**config.mk**
```make
export PLATFORM = sky130hd
export DESIGN_NAME = debounce_multi
export DESIGN_NICKNAME = d
export VERILOG_FILES = /design/src/rtl/debounce_multi.sv
export SDC_FILE = /design/constraint.sdc
export NUM_CORES = 1
export LEC_CHECK = 0
export BUFFER_PORTS_ARGS = -buffer_cell sky130_fd_sc_hd__buf_4
export CAP_MARGIN = 10
export CORE_AREA = 3 3 133 135
export DETAILED_ROUTE_END_ITERATION = 10
export DIE_AREA = 0 0 136 138
export GPL_TIMING_DRIVEN = 0
export PLACE_DENSITY = 0.69
export SLEW_MARGIN = 15
export SYNTH_ARGS = -nofsm -noshare
export SYNTH_HDL_FRONTEND = slang
export SYNTH_SLANG_ARGS = --single-unit
export TNS_END_PERCENT = 10
```
**constraint.sdc**
```tcl
create_clock -name CLK -period 2.6 [get_ports CLK]
set_input_delay 0.13 -clock CLK [delete_from_list [all_inputs] [get_ports CLK]]
set_output_delay 0.13 -clock CLK [all_outputs]
set_load 0.1 [all_outputs]
```
**src/rtl/debounce_multi.sv**
```systemverilog
`default_nettype none
// ============================================================================
//  Module      : debounce_multi
//  Description : Multi-channel pushbutton conditioner. Each channel has a
//                two-flop synchroniser, a debounce counter, a clean level,
//                press/release strobes, and long-press / auto-repeat strobes
//                timed by one shared free-running prescaler.
//  Revision    : 1.0 - initial release
// ============================================================================
module debounce_multi #(
  parameter int CHANNELS     = 4,
  parameter int DELAY        = 16,
  parameter bit ACTIVE_LOW   = 1'b1,
  parameter int TICK_W       = 16,
  parameter int HOLD_TICKS   = 24,
  parameter int REPEAT_TICKS = 6
) (
  input  logic                CLK,
  input  logic                nRESET,
  input  logic [CHANNELS-1:0] PB,
  output logic [CHANNELS-1:0] PB_state,
  output logic [CHANNELS-1:0] PB_down,
  output logic [CHANNELS-1:0] PB_up,
  output logic [CHANNELS-1:0] PB_long,
  output logic [CHANNELS-1:0] PB_repeat
);

  localparam logic [7:0] C_HOLD_LAST   = 8'(HOLD_TICKS - 1);
  localparam logic [7:0] C_REPEAT_LAST = 8'(REPEAT_TICKS - 1);

  typedef enum logic [1:0] {
    H_IDLE   = 2'd0,
    H_HOLD   = 2'd1,
    H_REPEAT = 2'd2
  } hold_state_t;

  // After normalisation a 1 always means "pressed", so 0 is the released level.
  logic [CHANNELS-1:0] pressed_raw;
  assign pressed_raw = PB ^ {CHANNELS{ACTIVE_LOW}};

  logic [CHANNELS-1:0] sync0_q, sync0_d;
  logic [CHANNELS-1:0] sync1_q, sync1_d;
  logic [TICK_W-1:0]   presc_q, presc_d;
  logic                tick;

  // Next-state for the synchroniser chain and the shared prescaler.
  always_comb begin
    sync0_d = pressed_raw;
    sync1_d = sync0_q;
    presc_d = presc_q + TICK_W'(1);
  end

  assign tick = &presc_q;

  // Synchroniser and prescaler registers; prescaler ignores button activity.
  always_ff @(posedge CLK or negedge nRESET) begin
    if (!nRESET) begin
      sync0_q <= '0;
      sync1_q <= '0;
      presc_q <= '0;
    end else begin
      sync0_q <= sync0_d;
      sync1_q <= sync1_d;
      presc_q <= presc_d;
    end
  end

  for (genvar g = 0; g < CHANNELS; g++) begin : g_ch
    logic [DELAY-1:0] cnt_q, cnt_d;
    logic             state_q, state_d;
    logic             idle;
    logic             cnt_max;
    logic             down_stb;
    logic             up_stb;
    hold_state_t      hst_q;
    logic [7:0]       hcnt_q;
    logic             long_q;
    logic             rep_q;

    assign idle     = (state_q == sync1_q[g]);
    assign cnt_max  = &cnt_q;
    assign down_stb = ~idle & cnt_max & ~state_q;
    assign up_stb   = ~idle & cnt_max &  state_q;

    // Count while the synchronised input disagrees with the clean level;
    // the all-ones cycle flips the level and the counter wraps to zero.
    always_comb begin
      cnt_d   = idle ? '0 : cnt_q + DELAY'(1);
      state_d = (~idle & cnt_max) ? ~state_q : state_q;
    end

    // Debounce registers.
    always_ff @(posedge CLK or negedge nRESET) begin
      if (!nRESET) begin
        cnt_q   <= '0;
        state_q <= 1'b0;
      end else begin
        cnt_q   <= cnt_d;
        state_q <= state_d;
      end
    end

    // Hold / repeat FSM. The release edge (up_stb) is treated like a released
    // level so that a registered strobe can never appear once PB_state is 0.
    always_ff @(posedge CLK or negedge nRESET) begin
      if (!nRESET) begin
        hst_q  <= H_IDLE;
        hcnt_q <= '0;
        long_q <= 1'b0;
        rep_q  <= 1'b0;
      end else begin
        long_q <= 1'b0;
        rep_q  <= 1'b0;
        if (!state_q || up_stb) begin
          hst_q  <= H_IDLE;
          hcnt_q <= '0;
        end else begin
          case (hst_q)
            H_IDLE: begin
              hst_q  <= H_HOLD;
              hcnt_q <= '0;
            end
            H_HOLD: begin
              if (tick) begin
                if (hcnt_q == C_HOLD_LAST) begin
                  long_q <= 1'b1;
                  hcnt_q <= '0;
                  hst_q  <= H_REPEAT;
                end else begin
                  hcnt_q <= hcnt_q + 8'd1;
                end
              end
            end
            H_REPEAT: begin
              if (tick) begin
                if (hcnt_q == C_REPEAT_LAST) begin
                  rep_q  <= 1'b1;
                  hcnt_q <= '0;
                end else begin
                  hcnt_q <= hcnt_q + 8'd1;
                end
              end
            end
            default: begin
              hst_q  <= H_IDLE;
              hcnt_q <= '0;
            end
          endcase
        end
      end
    end

    assign PB_state[g]  = state_q;
    assign PB_down[g]   = down_stb;
    assign PB_up[g]     = up_stb;
    assign PB_long[g]   = long_q;
    assign PB_repeat[g] = rep_q;
  end

endmodule
`default_nettype wire

```
# After elaboration in Yosys (flattened, before gate mapping)
# Cells that the tools add are included.
# op_classes
addsub,9
n_eq_ne,36
muxes,76
bitwise,21
n_reduce_logical,25
# op_table
cell,n
$mux W8,20
$add A16 B1 Y16 const B,5
$reduce_and A16 Y1,5
$mux W16,4
$pmux W8 S2,4
$ne A3 B3 Y1 const B,12
$add A8 B1 Y8 const B,4
$eq A8 B3 Y1 const B,4
$eq A8 B5 Y1 const B,4
$mux W1,32
$mux W2,12
$pmux W2 S3,4
$and A1 B1 Y1,12
$reduce_and A3 Y1,4
$eq A2 B1 Y1 const B,4
$eq A2 B2 Y1 const B,4
$logic_not A2 Y1,4
$ne A2 B2 Y1 const B,4
$not A1 Y1,8
$reduce_and A2 Y1,4
$eq A1 B1 Y1,4
$logic_not A1 Y1,4
$logic_or A1 B1 Y1,4
$not A4 Y4,1
# totals
reg_bits,140
input_bits,6
word_cells,194

# Longest topological paths before layout
# logic_depth
word_depth,7
ltp_mapped,8
depth_no_buf,7

# Worst setup path before layout
# No wires, ideal clock.
# synth_timing
kind,register to register
startpoint,register g_ch[0].hst_q[0]
endpoint,register g_ch[0].hcnt_q[4]
setup_time_ns,0.122
arrival_time_ns,1.968
required_ns,2.478
path_slack_ns,0.510
stages_incl_launch_ff,8
path_buffers,0
path_cell_list,dfrtp_1 > inv_1 > ha_1 > or4_1 > o31ai_1 > a21o_1 > o21ai_0 > a32o_1
# synth_via
elab_chain_len,3
# synth_rtl
element,line_no,text
start: declaration,75,hold_state_t hst_q;
start signal: assignment,107,hst_q <= H_IDLE;
start signal: assignment,115,hst_q <= H_IDLE;
start signal: assignment,120,hst_q <= H_HOLD;
$eq A2 B2 Y1 / $eq A2 B1 Y1 (equally long branches),118,case (hst_q)
$pmux W8 S2 / $ne A3 B3 Y1 (equally long branches),-,
$mux W8 / $reduce_and A2 Y1 (equally long branches),-,
end signal: assignment,130,hcnt_q <= hcnt_q + 8'd1;
end signal: assignment,140,hcnt_q <= hcnt_q + 8'd1;
end: declaration,76,logic [7:0] hcnt_q;
# Parallel ways exist; a longest one is shown, timed or not.
# A chain may end at the register's enable or synchronous reset.

# Final worst setup path
# layout_timing
startpoint,register g_ch[2].cnt_q[0]
endpoint,register g_ch[2].hcnt_q[7]
# layout_via
elab_chain_len,6
# layout_rtl
element,line_no,text
start: declaration,69,"logic [DELAY-1:0] cnt_q, cnt_d;"
start signal: assignment,98,cnt_q <= cnt_d;
$reduce_and A16 Y1 (*),81,assign cnt_max = &cnt_q;
$and A1 B1 Y1 (*) (2 in a row),83,assign up_stb = ~idle & cnt_max & state_q;
$logic_or A1 B1 Y1 (*),114,if (!state_q || up_stb) begin
$ne A3 B3 Y1 (no source line),-,
$reduce_and A2 Y1 (no source line),-,
end signal: assignment,130,
end signal: assignment,140,
end: declaration,76,
# Mark *: on every way between the ends. The rest lies on a longest branch, timed or not.

==> summary.txt <==
first-pass GRT wire length - 24,000 µm
Util after Layout - 52.0%
Syn Std Cell Area - 7380 µm²
Filler Cell Count - 1,478
leading area contributor after synthesis - dfrtp_1
async set-reset flop share out of synthesis - 100%
post-DR vias/cell - 5.32
setup_tns - 0 ns
area grow syn2layout - 16.7%
Crit. Startpoint - g_ch[2].cnt_q[0]
met2 GRT Util - 24.5%
first drt pass iteration count - 5
Rel. slew slack - 53.7%
IO Port Bufs - 25
Worst Path Arrival - 2.72 ns
HP Class - in -> async
final wirelength - 14,000 µm
most common cell after layout, fill and taps aside - dfrtp_1
Die H - 138 µm
syn nets - 787
M3 GR Usage - 3.20%
RSZ-0062 raised after global routing - false
worst r2r src - g_ch[2].cnt_q[0]
YS warnings - 0
clock net sink count - 140
period utilisation layout - 93.9%
post-synthesis register bit count - 140
Synth Instances - 752
Die ar. - 18,800 µm²
RD Place Congestion - 0.839
total gr overflow - 0
Setup crit end kind - register
CP Data Required Time - 2.88 ns
Num CTS Buffers - 17
maxcap violations - 0
Synth area leaders - dfrtp_1, ha_1, nor2_1, xor2_1, nand3_1
CTS max path bufs - 2
initial antenna violation count - 0
Max Slew Vio Count - 0
core area - 16,600 µm²
ratio of cells with drive above 1 in the final layout - 14.3%
DIE WIDTH - 136 µm
worst slew pin tran - 0.694 ns
Worst Skew - 0.0161 ns
non-filler instance count after layout - 1,036
R2R cell count - 6
starting density of the core - 44.5%
CP Class - reg -> reg
wire length per cell - 13.5 µm
worst vdd ir - 0.502 mV
CP Launch Type - register
top-area cell type share of the netlist area - 47.5%
DP Cell Count - 998
fmax - 410 MHz
via count - 5,507
worst setup margin - 0.159 ns
outcome - finished, final reports clean
EDFF count, synth - 0
Final Setup Violations - 0
DR iter-0 viols - 293
met1 Use GR - 20.9%
PD cells - 569 nW/µm²
CP max FO - 10
sequential area share after synthesis - 47.5%
Most used DFF post-synth - dfrtp_1
largest net degree at the start of global routing - 85
Synth cell types - 68
htree depth - 4
Worst Setup Slack post-DPL - 0.198 ns
# nets final - 839
reg2reg setup slack - 0.16 ns
gr busiest metal - met2
post-layout min period - 2.44 ns
Top Ports - 26
number of global-route vias before repair - 5,143
P_leak - 3.74 nW
CTS clock-pin slew for the worst setup and hold paths - 0.06 ns
CTS root buffer - clkbuf_16
RR Endpoint - g_ch[2].hcnt_q[7]
Hold Violations, Final - 0
Mean Syn Cell Area - 9.81 µm²
site row count - 47
clk_lat worst skew - 0.42 ns
antenna cell count - 0
CTS tree - done
detailed placer's ending HPWL - 9140 µm
Antenna Nets Post-Route - 0
gr usage total - 15.5%
most frequent cells in the layout - dfrtp_1, nor2_1, nand3_1, nand2_1, buf_4
number of remaining DRC errors - 0
==> routing by layer <==
layer,up-vias,routed length [µm]
met3,14,326
met1,2667,6770
met2,77,6690
met4,0,219
met5,-,0
li1,2749,-
==> power breakdown <==
group	switching [W]	leakage (nW)	internal (W)
clock network	0.000903	0.304	0.00167
logic	0.0000732	1.52	0.0000351
registers	0.0000209	1.91	0.00220
total	0.000997	3.74	0.00391
==> worst max-delay path, cell delays in order (launching register included) <==
cell,delay [ns]
dfrtp_1,0.42
ha_1,0.25
nand3_1,0.13
nor4_1,0.49
nand4b_1,0.47
nand3_1,0.39
o221ai_1,0.15
==> cells in the mapped netlist (all sizes together) (4+ instances only) <==
cell type    n
a21oi       12
a31oi        7
a32o         5
and2         4
and3        19
and4        11
buf         25
clkbuf      10
dfrtp      140
ha          29
inv         37
mux2i        7
nand2       50
nand3       63
nand4       34
nor2        96
nor2b       11
nor3        16
nor3b        4
nor4        12
o21ai       11
o221ai       4
o31ai        5
or2          9
or3          5
or4          6
xnor2       33
xor2        38
==> state kept, by name, indices dropped and copies added, names as in the netlist <==
| name | flops |
|---|---|
| presc_q | 16 |
| sync1_q | 4 |
| sync0_q | 4 |
| g_ch.long_q | 4 |
| g_ch.rep_q | 4 |
| g_ch.hcnt_q | 32 |
| g_ch.hst_q | 8 |
| g_ch.state_q | 4 |
| g_ch.cnt_q | 64 |
==> how the worst max path moves through the flow <==
stage / endpoint / slack (ns) / cells past startpoint
2_1_floorplan: g_ch[0].hcnt_q[4] / 0.51 / 7
3_3_place_gp: g_ch[2].hcnt_q[7] / 0.21 / 6
3_5_place_dp: g_ch[2].hcnt_q[7] / 0.20 / 6
4_1_cts: PB_up[1] / 0.02 / 7
5_1_grt: g_ch[2].hcnt_q[7] / 0.004 / 6
6_report: g_ch[2].hcnt_q[7] / 0.16 / 6
==> metrics by stage <==
step / hold slack, ns / power, W / instance area [µm²]
floorplan: -0.166 / 0.00230 / 7380
global placement: 0.273 / 0.00236 / 7840
detailed placement: 0.174 / 0.00237 / 7880
CTS: 0.318 / 0.00498 / 8570
global route: 0.348 / 0.00508 / 8620
finish: 0.296 / 0.00490 / 8620
==> cells by family (layout without fill, tap and decap cells) <==
| group | count (synthesis) | after routing | share of synthesized area (%) |
|---|---|---|---|
| buffers and inverters | 72 | 136 | 4.80 |
| AO/OA/AOI/OAI | 73 | 73 | 7.37 |
| multiplexers | 9 | 9 | 1.25 |
| AND/OR/NAND/NOR | 358 | 358 | 25.8 |
| flip-flops | 140 | 140 | 47.5 |
| XOR/XNOR | 71 | 71 | 8.43 |
| adder cells (fa/ha/maj) | 29 | 29 | 4.92 |
==> final cells by class <==
cell class	instances	area (µm²)	area share (%)
well taps	220	275	3.19
clock buffers	20	467	5.42
flip-flops and latches	140	3500	40.7
inverters	37	139	1.61
multi-input cells	540	3560	41.3
clock inverters	11	166	1.93
plain buffers	35	215	2.50
repair buffers	33	292	3.38
==> timing repair <==
| item | in CTS | in global routing |
|---|---|---|
| endpoints found under the hold margin | 87 | 0 |
| pin swaps | 0 | 1 |
| setup buffers | 0 | 2 |
| endpoints found under the setup margin | 3 | 4 |
| hold buffers | 5 | 0 |
| resized for setup | 2 | 7 |
No activity file was read; power rests on OpenSTA's default activity.
